==> src/rtl/mips_pkg.sv <==
// Shared MIPS-core definitions: register-file geometry and the encoding of the
// register-dump reader FSM.
package mips_pkg;

  localparam int RF_NREGS = 32;
  localparam int RF_AW    = 5;
  localparam int RF_DW    = 32;

  typedef enum logic [2:0] {
    RFD_IDLE = 3'd0,
    RFD_REQ  = 3'd1,
    RFD_READ = 3'd2,
    RFD_SEND = 3'd3,
    RFD_FIN  = 3'd4
  } rfd_state_e;

endpackage : mips_pkg

==> src/rtl/rf_dump_reader.sv <==
// Register-file dump engine: stalls the pipeline, borrows read port 1 and streams
// registers 0..NREGS-1 out on a valid/ready interface, then pulses done.
module rf_dump_reader
  import mips_pkg::*;
#(
  parameter int NREGS = RF_NREGS,
  parameter int AW    = RF_AW,
  parameter int DW    = RF_DW
) (
  input  logic          clk,
  input  logic          rst_n,
  input  logic          start,
  output logic          stall_req,
  input  logic          stall_ack,
  output logic [AW-1:0] rd_addr,
  input  logic [DW-1:0] rd_data,
  output logic          out_valid,
  input  logic          out_ready,
  output logic [DW-1:0] out_data,
  output logic [AW-1:0] out_index,
  output logic          out_last,
  output logic          busy,
  output logic          done,
  output rfd_state_e    dbg_state
);

  localparam logic [AW-1:0] LAST_IDX = AW'(NREGS - 1);

  // Output stream handshake: a word transfers on the rising edge where
  // out_valid && out_ready; once out_valid rises, out_data/out_index/out_last
  // hold steady and out_valid stays high until that transfer edge.

  rfd_state_e    r_state;
  rfd_state_e    w_next;
  logic [AW-1:0] r_idx;
  logic [DW-1:0] r_data;
  logic [AW-1:0] r_oidx;
  logic          w_xfer;
  logic          w_capture;

  assign w_xfer    = (r_state == RFD_SEND) && out_ready;
  assign w_capture = (r_state == RFD_READ) && stall_ack;

  always_comb begin
    w_next = r_state;
    case (r_state)
      RFD_IDLE: if (start) w_next = RFD_REQ;
      RFD_REQ:  if (stall_ack) w_next = RFD_READ;
      RFD_READ: w_next = stall_ack ? RFD_SEND : RFD_REQ;
      RFD_SEND: if (w_xfer) w_next = (r_idx == LAST_IDX) ? RFD_FIN : RFD_READ;
      RFD_FIN:  w_next = RFD_IDLE;
      default:  w_next = RFD_IDLE;
    endcase
  end

  always_ff @(posedge clk or negedge rst_n) begin
    if (!rst_n) begin
      r_state <= RFD_IDLE;
    end else begin
      r_state <= w_next;
    end
  end

  // The index only advances on a transfer, so a dropped ack re-reads the same register.
  always_ff @(posedge clk or negedge rst_n) begin
    if (!rst_n) begin
      r_idx <= '0;
    end else if (r_state == RFD_IDLE) begin
      r_idx <= '0;
    end else if (w_xfer && (r_idx != LAST_IDX)) begin
      r_idx <= r_idx + AW'(1);
    end
  end

  always_ff @(posedge clk or negedge rst_n) begin
    if (!rst_n) begin
      r_data <= '0;
      r_oidx <= '0;
    end else if (w_capture) begin
      r_data <= rd_data;
      r_oidx <= r_idx;
    end
  end

  assign stall_req = (r_state == RFD_REQ) || (r_state == RFD_READ) || (r_state == RFD_SEND);
  assign busy      = (r_state != RFD_IDLE);
  assign done      = (r_state == RFD_FIN);
  assign out_valid = (r_state == RFD_SEND);
  assign out_data  = r_data;
  assign out_index = r_oidx;
  assign out_last  = out_valid && (r_oidx == LAST_IDX);
  assign rd_addr   = r_idx;
  assign dbg_state = r_state;

endmodule : rf_dump_reader

==> config.mk <==
export PLATFORM = sky130hd
export DESIGN_NAME = rf_dump_reader
export DESIGN_NICKNAME = d
export VERILOG_FILES = /design/src/rtl/mips_pkg.sv /design/src/rtl/rf_dump_reader.sv
export SDC_FILE = /design/constraint.sdc
export NUM_CORES = 1
export LEC_CHECK = 0
export ABC_AREA = 1
export CORE_MARGIN = 8
export CORE_UTILIZATION = 45
export DETAILED_ROUTE_END_ITERATION = 12
export PLACE_DENSITY = 0.95
export SLEW_MARGIN = 20
export SYNTH_ARGS = -nofsm -noshare
export SYNTH_HDL_FRONTEND = slang
export SYNTH_SLANG_ARGS = --single-unit
==> constraint.sdc <==
create_clock -name clk -period 2 [get_ports clk]
set_clock_uncertainty 0.05 [all_clocks]
set_input_delay 0.4 -clock clk [delete_from_list [all_inputs] [get_ports clk]]
set_output_delay 0.4 -clock clk [all_outputs]
set_load 0.05 [all_outputs]
## Yosys cells after proc, flatten, opt, wreduce, memory -nomap -nowiden

Cells that the tools add are included.

- Input bits: 37
- Bits in registers: 45
- Word-level logic and storage cells: 33

- $add $sub $neg: 1
- Eq/ne operators: 10
- Multiplexer cells: 8
- Reductions and logical operators: 10

Operator list:

| cell | number |
|---|---|
| $mux W3 | 4 |
| $pmux W3 S4 | 1 |
| $eq A5 B5 Y1 const B | 2 |
| $mux W5 | 2 |
| $eq A3 B2 Y1 const B | 2 |
| $add A5 B1 Y5 const B | 1 |
| $ne A5 B5 Y1 const B | 1 |
| $logic_and A1 B1 Y1 | 4 |
| $ne A2 B2 Y1 const B | 2 |
| $eq A3 B1 Y1 const B | 1 |
| $eq A3 B3 Y1 const B | 1 |
| $logic_not A3 Y1 | 1 |
| $reduce_and A3 Y1 | 1 |
| $reduce_bool A3 Y1 | 1 |
| $logic_or A1 B1 Y1 | 2 |
| $mux W2 | 1 |
| $ne A2 B1 Y1 const B | 1 |
| $reduce_bool A2 Y1 | 1 |

## Logic depth before layout (Yosys ltp)

Gate-level depths: netlist (run 1).

- Word-level depth: 5
- Depth in mapped cells: 9
- Gate-level depth less buffers: 9

## Worst setup path after synthesis (run 1)

Ideal clock, no wire load.

- Path type: reg2out
- From: reg r_state[0] (netlist: dbg_state[0])
- To: out out_last
- Stages on the path, launching flop included: 5
- Path slack: -803 ps
- Arrival time: 2353 ps
- Buffers on the path: 0
- Path through: dfrtp_1 > nand2_2 > nor2_4 > inv_1 > nor3_1

- Longest elaborated chain between the ends: 2

Ends and longest elaborated chain:

| item | line | text |
|---|---|---|
| start, declared | rf_dump_reader.sv:33 | `rfd_state_e r_state;` |
| start signal, assigned | rf_dump_reader.sv:60 | `r_state <= w_next;` |
| $eq A3 B2 Y1 | rf_dump_reader.sv:88 | `assign out_valid = (r_state == RFD_SEND);` |
| net out_valid | rf_dump_reader.sv:17 | `output logic out_valid,` |
| $logic_and A1 B1 Y1 | rf_dump_reader.sv:91 | `assign out_last = out_valid && (r_oidx == LAST_IDX);` |
| end, declared | rf_dump_reader.sv:21 | `output logic out_last,` |

The timed path passes the listed nets, and every way through them passes these cells.

## Final worst setup path (run 1)

- From: reg r_data[9] (netlist: out_data[9])
- To: out out_data[9]

RTL lines:

| item | line | text |
|---|---|---|
| start, declared | rf_dump_reader.sv:36 | `logic [DW-1:0] r_data;` |
| start signal, assigned | rf_dump_reader.sv:80 | `r_data <= rd_data;` |
| end, declared | rf_dump_reader.sv:19 | `output logic [DW-1:0] out_data,` |

No word-level cell between the ends.

==> impl_metrics.toml, run 1 <==
[worst_setup_path]
critical_path.endpoint_type = "primary output"
cp_top_family = "buffers and inverters"
crit_required_ns = 1.55
worstPathArrival_ns = 1.46
critPathLaunchType = "flop"
path_cells = "clkdlybuf4s50_1"
slowest_stage = "clkdlybuf4s50_1"
cpPeakStageDelay_ns = 0.81
crit_path_max_fanout = 2
critPathKind = "flop to primary output"
path_buf_inv = 1

[worst_hold_path]
hold_class = "primary input to async pin"

[power]
p_sw_share_pct = 49.7
p_int_uw = 2560
p_clk_share_pct = 10.7
power.switching_uw = 2530
power.density_nw_per_um2 = 1660
comb_power_share_pct = 60.1
power_uw = 5080
peakVddDrop_mv = 0.880
p_leak_uw = 0.00155
pwr-share-seq_pct = 29.2

[job]
drv_cap = 0

[timing]
final-setup-viol-count = 0
hold_viol = 0
tightest_slew_ns = 0.522
rsz0062_at_grt = "no"
final-max-slew-violation-count = 0
fmax_ghz = 0.522
finalCritPeriodShare_pct = 95.7
period_minus_slack_ns = 1.91
slew_headroom_pct = 65.1

[yosys]
ys_ff_latch = 45
yosysWarnings = 0
synthCells = 222
synthDistinctLibCells = 21
syn-cell-area_um2 = 2050
syn_nets = 261
synth.avg_cell_area_um2 = 9.21
ys_seq_area_share_pct = 55.0

[clock_tree]
worstSkewPairLatency_ns = 0.29
cts_tree = "built"
htree_levels = 2
cts_hold_buf = 0
cts.sinks = 45
clkSlewWorstSetupHoldPaths_ns = 0.08
cts-root-buf = "clkbuf_8"
clockBufferDepth = 2
numCtsBuffers = 5

[place]
io_buffers = 86
place_area_um2 = 2960
place_hpwl_mm = 4.17
gp_congestion = 0.728

[layout]
final_cell_mix = "clkdlybuf4s50_1, nand2_1, inv_1"
mostFrequentLayoutCell = "clkdlybuf4s50_1"
syn2layout_area_growth_pct = 49.6
seq_area_um2 = 1130
multi_input_area_um2 = 689
n_fill_cell = 340
fin_area_um2 = 3060
drive_gt1_share_pct = 19.9
antenna_cells = 0
fin_nets = 351

[detailed_routing]
dr_total_vias = 1740
drt-pass1-iter-count = 4
wl_per_cell_um = 14.3
route.detailed.drc = 0
drtAntennaViolNets = 0
wirelength_mm = 5.22
drt-initial-drc-count = 73
viasPerCell = 4.78

[floorplan]
pin_count = 87
row_count = 24
coreArea_um2 = 4350
fp.dieW_um = 83.4
die_area_um2 = 6960
die_h_um = 83.4
initial_core_util_pct = 47.0

[global_route]
grt_use_total_pct = 15.2
grt_pass1_wl_mm = 8.79
overflow = 0
grt_pass1_vias = 1821
grt_max_degree = 49
antenna_found_initial = 0

[outcome]
status = "complete, no violations"
metrics by stage:
stage	setup TNS (ns)	util [%]	hold WS, ns	instances	worst slack, ns
after global placement	0	67.9	0.339	355	0.333
final	0	70.3	0.0289	364	0.0861
after floorplan	-0.245	-	0.0544	222	-0.245
after global routing	0	70.3	0.0536	364	0.0379
after CTS	0	69.9	0.0329	362	0.0294
after detailed placement	0	67.9	0.344	355	0.272
registers in the layout, summed over array words and instances, names as in the netlist:
signal and cells:
rd_addr 5, out_index 5, dbg_state 3, out_data 32
cell usage after synthesis:
cell type  count  area share (%)
xor2_1         1            0.43
nand3_2        1            0.49
buf_2          1            0.24
nand2_2        2            0.61
nor3_1         3            0.73
clkinv_2       1            0.24
dfrtp_1       45              55
ha_1           2             1.2
nand3_4        1            0.86
inv_1         44             8.1
a21oi_1        1            0.24
o21ai_2       20             8.6
nor2_1         5            0.92
o21ai_0        6             1.5
nor2_4         2             1.1
clkbuf_1       1            0.18
nand2_1       55              10
o21ai_1       13             3.2
nand3_1       11             2.7
nand4_1        1            0.31
buf_6          6             3.3
power groups by stage:
stage	combinational (uW)	sequential (uW)	clock (uW)
floorplan	824	2650	0
global placement	3000	1470	0
detailed placement	3050	1500	0
CTS	3060	1480	562
global route	3230	1530	602
finish	3060	1480	545
final timing paths:
| path | startpoint | to | slack [ns] | cells after the start |
|---|---|---|---|---|
| min in group clk | out_data[27] | out_data[27] | 0.44 | 2 |
| max | out_data[9] | out_data[9] | 0.09 | 1 |
| max in group asynchronous | rst_n | out_data[22] | 1.19 | 2 |
| min | rst_n | out_data[5] | 0.03 | 1 |
| max reg2reg | rd_addr[0] | rd_addr[4] | 0.34 | 9 |
| min reg2reg | out_data[27] | out_data[27] | 0.44 | 2 |
final cells by class:
class	instances	area share, %
repair buffers	91	30.1
multi-input cells	124	22.5
clock buffers	7	2.82
inverters	45	5.56
well taps	52	2.13
flip-flops and latches	45	36.9
timing repair:
item,in CTS,in global routing
gates resized for setup,2,0
pin swaps,0,1
hold endpoints to repair,0,0
setup buffers,0,2
endpoints found under the setup margin,1,1
metal layers:
metal / track usage [%] / routed length (um)
met1: 16.4 / 2090
met2: 27.6 / 2770
met3: 5.18 / 255
met4: 4.08 / 104
met5: 0 / 0
cell families (layout without fill, tap and decap cells):
family	count (synthesis)	after routing	share of synthesized area [%]
xor gates and xnor gates	1	1	0.428
buffers and inverters	53	143	12.0
DFF	45	45	55.0
and+or+nand+nor	81	81	17.8
AOI/OAI and AO/OA	40	40	13.5
adders and majority gates	2	2	1.22
Power figures use the tool's default switching activity.
==> run 2, diff against run 1 <==
--- a/config.mk
+++ b/config.mk
@@ -9,6 +9,7 @@
 export CORE_MARGIN = 8
 export CORE_UTILIZATION = 45
 export DETAILED_ROUTE_END_ITERATION = 12
+export GPL_TIMING_DRIVEN = 0
 export PLACE_DENSITY = 0.95
 export SLEW_MARGIN = 20
 export SYNTH_ARGS = -nofsm -noshare
==> run 2 against run 1 <==
- maximum frequency decreased by 1.6%
- die area unchanged
- routed wire length decreased by 0.52%
- sequential power about the same
- largest cell class unchanged
==> impl_metrics.toml, run 2 (synthesis gave the netlist of run 1 again) <==
[worst_setup_path]
critPathKind = "flop to primary output"
regToRegSetupSlack_ns = 0.44
path_cells = "clkdlybuf4s50_1"
crit_required_ns = 1.55
slowest_stage = "clkdlybuf4s50_1"
rr_endpoint = "rd_addr[4]"
crit_end = "rd_addr[4]"
path_buf_inv = 1
crit_path_max_fanout = 3
cpPeakStageDelay_ns = 0.82
worst-path-stages = 1
critical_path.endpoint_type = "primary output"
worstPathArrival_ns = 1.50
critPathLaunchType = "flop"
cp_top_family = "buffers and inverters"
startpoint = "rd_addr[4]"
rr_worst_depth = 9
r2r_start = "rd_addr[0]"

[global_route]
antenna_found_initial = 0
grt_max_degree = 25
grt_pass1_vias = 1758
grt_use_total_pct = 15.0
grt_pass1_wl_mm = 8.71
overflow = 0

[layout]
fin_nets = 355
drive_gt1_share_pct = 16.4
largest_reg_flops = 32
fin_area_um2 = 3120
mostFrequentLayoutCell = "clkdlybuf4s50_1"
syn2layout_area_growth_pct = 52.7
antenna_cells = 0
utilization_pct = 71.8
final_cells = 369
final_cell_mix = "clkdlybuf4s50_1, nand2_1, inv_1"

[power]
p_leak_uw = 0.00163
power.density_nw_per_um2 = 1640
peakVddDrop_mv = 0.761
power_uw = 5140

[clock_tree]
htree_levels = 2
cts_setup_buffers = 0
cts_hold_buf = 0
numCtsBuffers = 5
cts-resized-gates = 19
cts-root-buf = "clkbuf_8"
cts_tree = "built"
clkSlewWorstSetupHoldPaths_ns = 0.09
worstSkewPairLatency_ns = 0.29
clockBufferDepth = 2
cts.sinks = 45

[detailed_routing]
drt-pass1-iter-count = 4
wl_per_cell_um = 14.1
wirelength_mm = 5.20
dr_total_vias = 1728
drt-initial-drc-count = 88
drtAntennaViolNets = 0
viasPerCell = 4.68
route.detailed.drc = 0

[place]
dp_slack_ns = -0.255
io_buffers = 86
gp_congestion = 0.749
place_area_um2 = 3010
place_hpwl_mm = 4.13
place_inst = 361

[floorplan]
die_h_um = 83.4
pin_count = 87
initial_core_util_pct = 47.0
row_count = 24
die_area_um2 = 6960
coreArea_um2 = 4350
fp.dieW_um = 83.4

[job]
drv_cap = 0

[timing]
tightest_slew_ns = 0.594
final-max-slew-violation-count = 0
layout_setup_ws_ns = 0.0548
hold_viol = 0
fmax_ghz = 0.514
final-setup-viol-count = 0
finalCritPeriodShare_pct = 97.3
period_minus_slack_ns = 1.95
slew_headroom_pct = 60.4
rsz0062_at_grt = "yes"

[outcome]
status = "complete, no violations"

[worst_hold_path]
hold_class = "primary input to async pin"
## run 2: changes by cell type in the layout (fill, tap and decap cells not counted), moves of 2 or more
cell,change
dlymetal6s2s_1,+4
clkdlybuf4s15_2,+2
dlygate4sd2_1,+7
buf_4,-18
buf_6,+6
clkdlybuf4s50_1,+4
buf_12,-6
## run 2: metrics by stage
step	setup TNS [ns]	hold slack, ns
2_1_floorplan	-0.245	0.0544
3_3_place_gp	-32.78	0.413
3_5_place_dp	-0.319	0.385
4_1_cts	-0.0192	0.0684
5_1_grt	-0.0185	0.0931
6_report	0	0.0542
## run 2: worst min-delay path by stage
stage / endpoint / slack (ns)
floorplan: dbg_state[0] / 0.05
detailed placement: out_data[11] / 0.39
global placement: out_data[27] / 0.41
CTS: out_data[7] / 0.07
finish: out_data[12] / 0.05
global route: out_data[11] / 0.09
## run 2: power breakdown
group | switching [uW] | total (uW) | internal [uW] | leakage [uW]
Clock | 318 | 692 | 374 | 0.0000543
Combinational | 2020 | 2980 | 960 | 0.000998
Sequential | 216 | 1470 | 1250 | 0.000577
## run 2: layout make-up
class / count / area (um2)
plain buffers: 8 / 76.3
well taps: 52 / 65.1
multi-input cells: 124 / 689
flip-flops and latches: 45 / 1130
repair buffers: 87 / 880
clock buffers: 5 / 68.8
inverters: 45 / 170
fillers: 355 / 1230
clock inverters: 3 / 46.3
## run 2: per-layer routing
metal	track usage, %	vias to the layer above	share of wire, %
met4	4.24	0	1.9
li1	-	870	-
met3	4.10	9	5.3
met1	18.2	794	42
met5	0	-	0
met2	25.2	55	51
==> run 3, diff against run 2 <==
--- a/config.mk
+++ b/config.mk
@@ -11,6 +11,7 @@
 export DETAILED_ROUTE_END_ITERATION = 12
 export GPL_TIMING_DRIVEN = 0
 export PLACE_DENSITY = 0.95
+export REMOVE_ABC_BUFFERS = 1
 export SLEW_MARGIN = 20
 export SYNTH_ARGS = -nofsm -noshare
 export SYNTH_HDL_FRONTEND = slang
==> run 3 against run 2 <==
- non-clock buffer count shrank 6
- largest power group unchanged
- highest routed layer unchanged
- power shrank 4.3%
- global-route usage shrank 0.45 points
- maximum frequency is essentially flat
- largest cell class unchanged
==> impl_metrics.toml, run 3 (synthesis gave the netlist of run 1 again) <==
[worst_setup_path]
path_buf_inv = 1
crit_path_max_fanout = 3
critPathKind = "flop to primary output"
critical_path.endpoint_type = "primary output"
cpPeakStageDelay_ns = 0.83
path_cells = "clkdlybuf4s50_1"
critPathLaunchType = "flop"
worstPathArrival_ns = 1.49
regToRegSetupSlack_ns = 0.35
crit_required_ns = 1.55
cp_top_family = "buffers and inverters"
slowest_stage = "clkdlybuf4s50_1"

[layout]
mostFrequentLayoutCell = "clkdlybuf4s50_1"
n_fill_cell = 348
final_cell_mix = "clkdlybuf4s50_1, nand2_1, inv_1"
largest_reg_flops = 32
syn2layout_area_growth_pct = 47.2
fin_area_um2 = 3010
fin_nets = 349
final_cells = 363
antenna_cells = 0
drive_gt1_share_pct = 13.2
utilization_pct = 69.2

[floorplan]
die_h_um = 83.4
coreArea_um2 = 4350
pin_count = 87
row_count = 24
initial_core_util_pct = 47.0
fp.dieW_um = 83.4
die_area_um2 = 6960

[timing]
hold_viol = 0
finalCritPeriodShare_pct = 97.2
slew_headroom_pct = 64.6
fmax_ghz = 0.514
whs_ns = 0.432
final-setup-viol-count = 0
final-max-slew-violation-count = 0
tightest_slew_ns = 0.529
rsz0062_at_grt = "yes"
period_minus_slack_ns = 1.94

[detailed_routing]
drt-initial-drc-count = 34
drt-pass1-iter-count = 4
route.detailed.drc = 0
dr_total_vias = 1726
wirelength_mm = 5.02
viasPerCell = 4.75
drtAntennaViolNets = 0
wl_per_cell_um = 13.8

[global_route]
grt_use_total_pct = 14.5
grt_max_degree = 51
grt_pass1_vias = 1758
overflow = 0
antenna_found_initial = 0
grt_pass1_wl_mm = 8.34

[worst_hold_path]
hold_class = "flop to flop"

[power]
peakVddDrop_mv = 0.809
p_leak_uw = 0.00152
power_uw = 4920
power.density_nw_per_um2 = 1630

[clock_tree]
cts-root-buf = "clkbuf_8"
cts_tree = "built"
clkSlewWorstSetupHoldPaths_ns = 0.08
clockBufferDepth = 2
numCtsBuffers = 5
worstSkewPairLatency_ns = 0.29
htree_levels = 2
cts.sinks = 45

[place]
gp_congestion = 0.724
place_inst = 354
place_hpwl_mm = 3.92
io_buffers = 86
place_area_um2 = 2940

[outcome]
status = "complete, no violations"

[job]
drv_cap = 0
## run 3: worst reg2reg max path, cell delays in order (launching register included)
cell,delay [ns]
dfrtp_1,0.46
nor2_4,0.21
nand3_4,0.32
buf_12,0.31
nand2_1,0.14
o21ai_2,0.06
## run 3: per-stage QoR
stage          worst slack (ns)  TNS (ns)
5_1_grt                 -0.0668   -0.0668
4_1_cts                 -0.0339   -0.0339
3_3_place_gp             -0.852    -60.71
3_5_place_dp             -0.326    -0.409
6_report                 0.0558         0
2_1_floorplan            -0.803    -12.98
## run 3: per-layer routing
layer  global-route usage [%]  wire length [um]  up-vias
li1                         -                 -      857
met1                     15.6              2040      805
met2                     25.2              2560       55
met3                     5.18               326        9
met4                     5.81                89        0
met5                        0                 0        -
## run 3: worst paths after layout
check / endpoint / cells past startpoint / from
worst max register to register: out_data[1] / 5 / dbg_state[2]
worst max-delay path: out_index[3] / 1 / out_index[3]
min in group asynchronous: out_data[17] / 2 / rst_n
max in group asynchronous: dbg_state[1] / 3 / rst_n
worst min-delay path: out_data[29] / 2 / out_data[29]
worst min register to register: out_data[29] / 2 / out_data[29]
## run 3: cell type report
type                            count  area [um2]  share of cell area, %
Clock buffer                        8        80.1                   2.66
Inverter                           45         170                   5.65
Multi-Input combinational cell    124         681                   22.6
Sequential cell                    45        1130                   37.5
Tap cell                           52        65.1                   2.16
Timing Repair Buffer               89         887                   29.5
## run 3: what timing repair did
| action | in CTS | in global routing |
|---|---|---|
| buffers inserted | 0 | 0 |
| hold buffers | 1 | 0 |
| setup endpoints to repair | 12 | 6 |
| hold endpoints to repair | 16 | 0 |
| resized for setup | 23 | 7 |
## run 3: power breakdown
| part | switching (uW) | internal (uW) |
|---|---|---|
| combinational | 2000 | 913 |
| clock | 277 | 248 |
| sequential | 224 | 1250 |
| total | 2500 | 2410 |
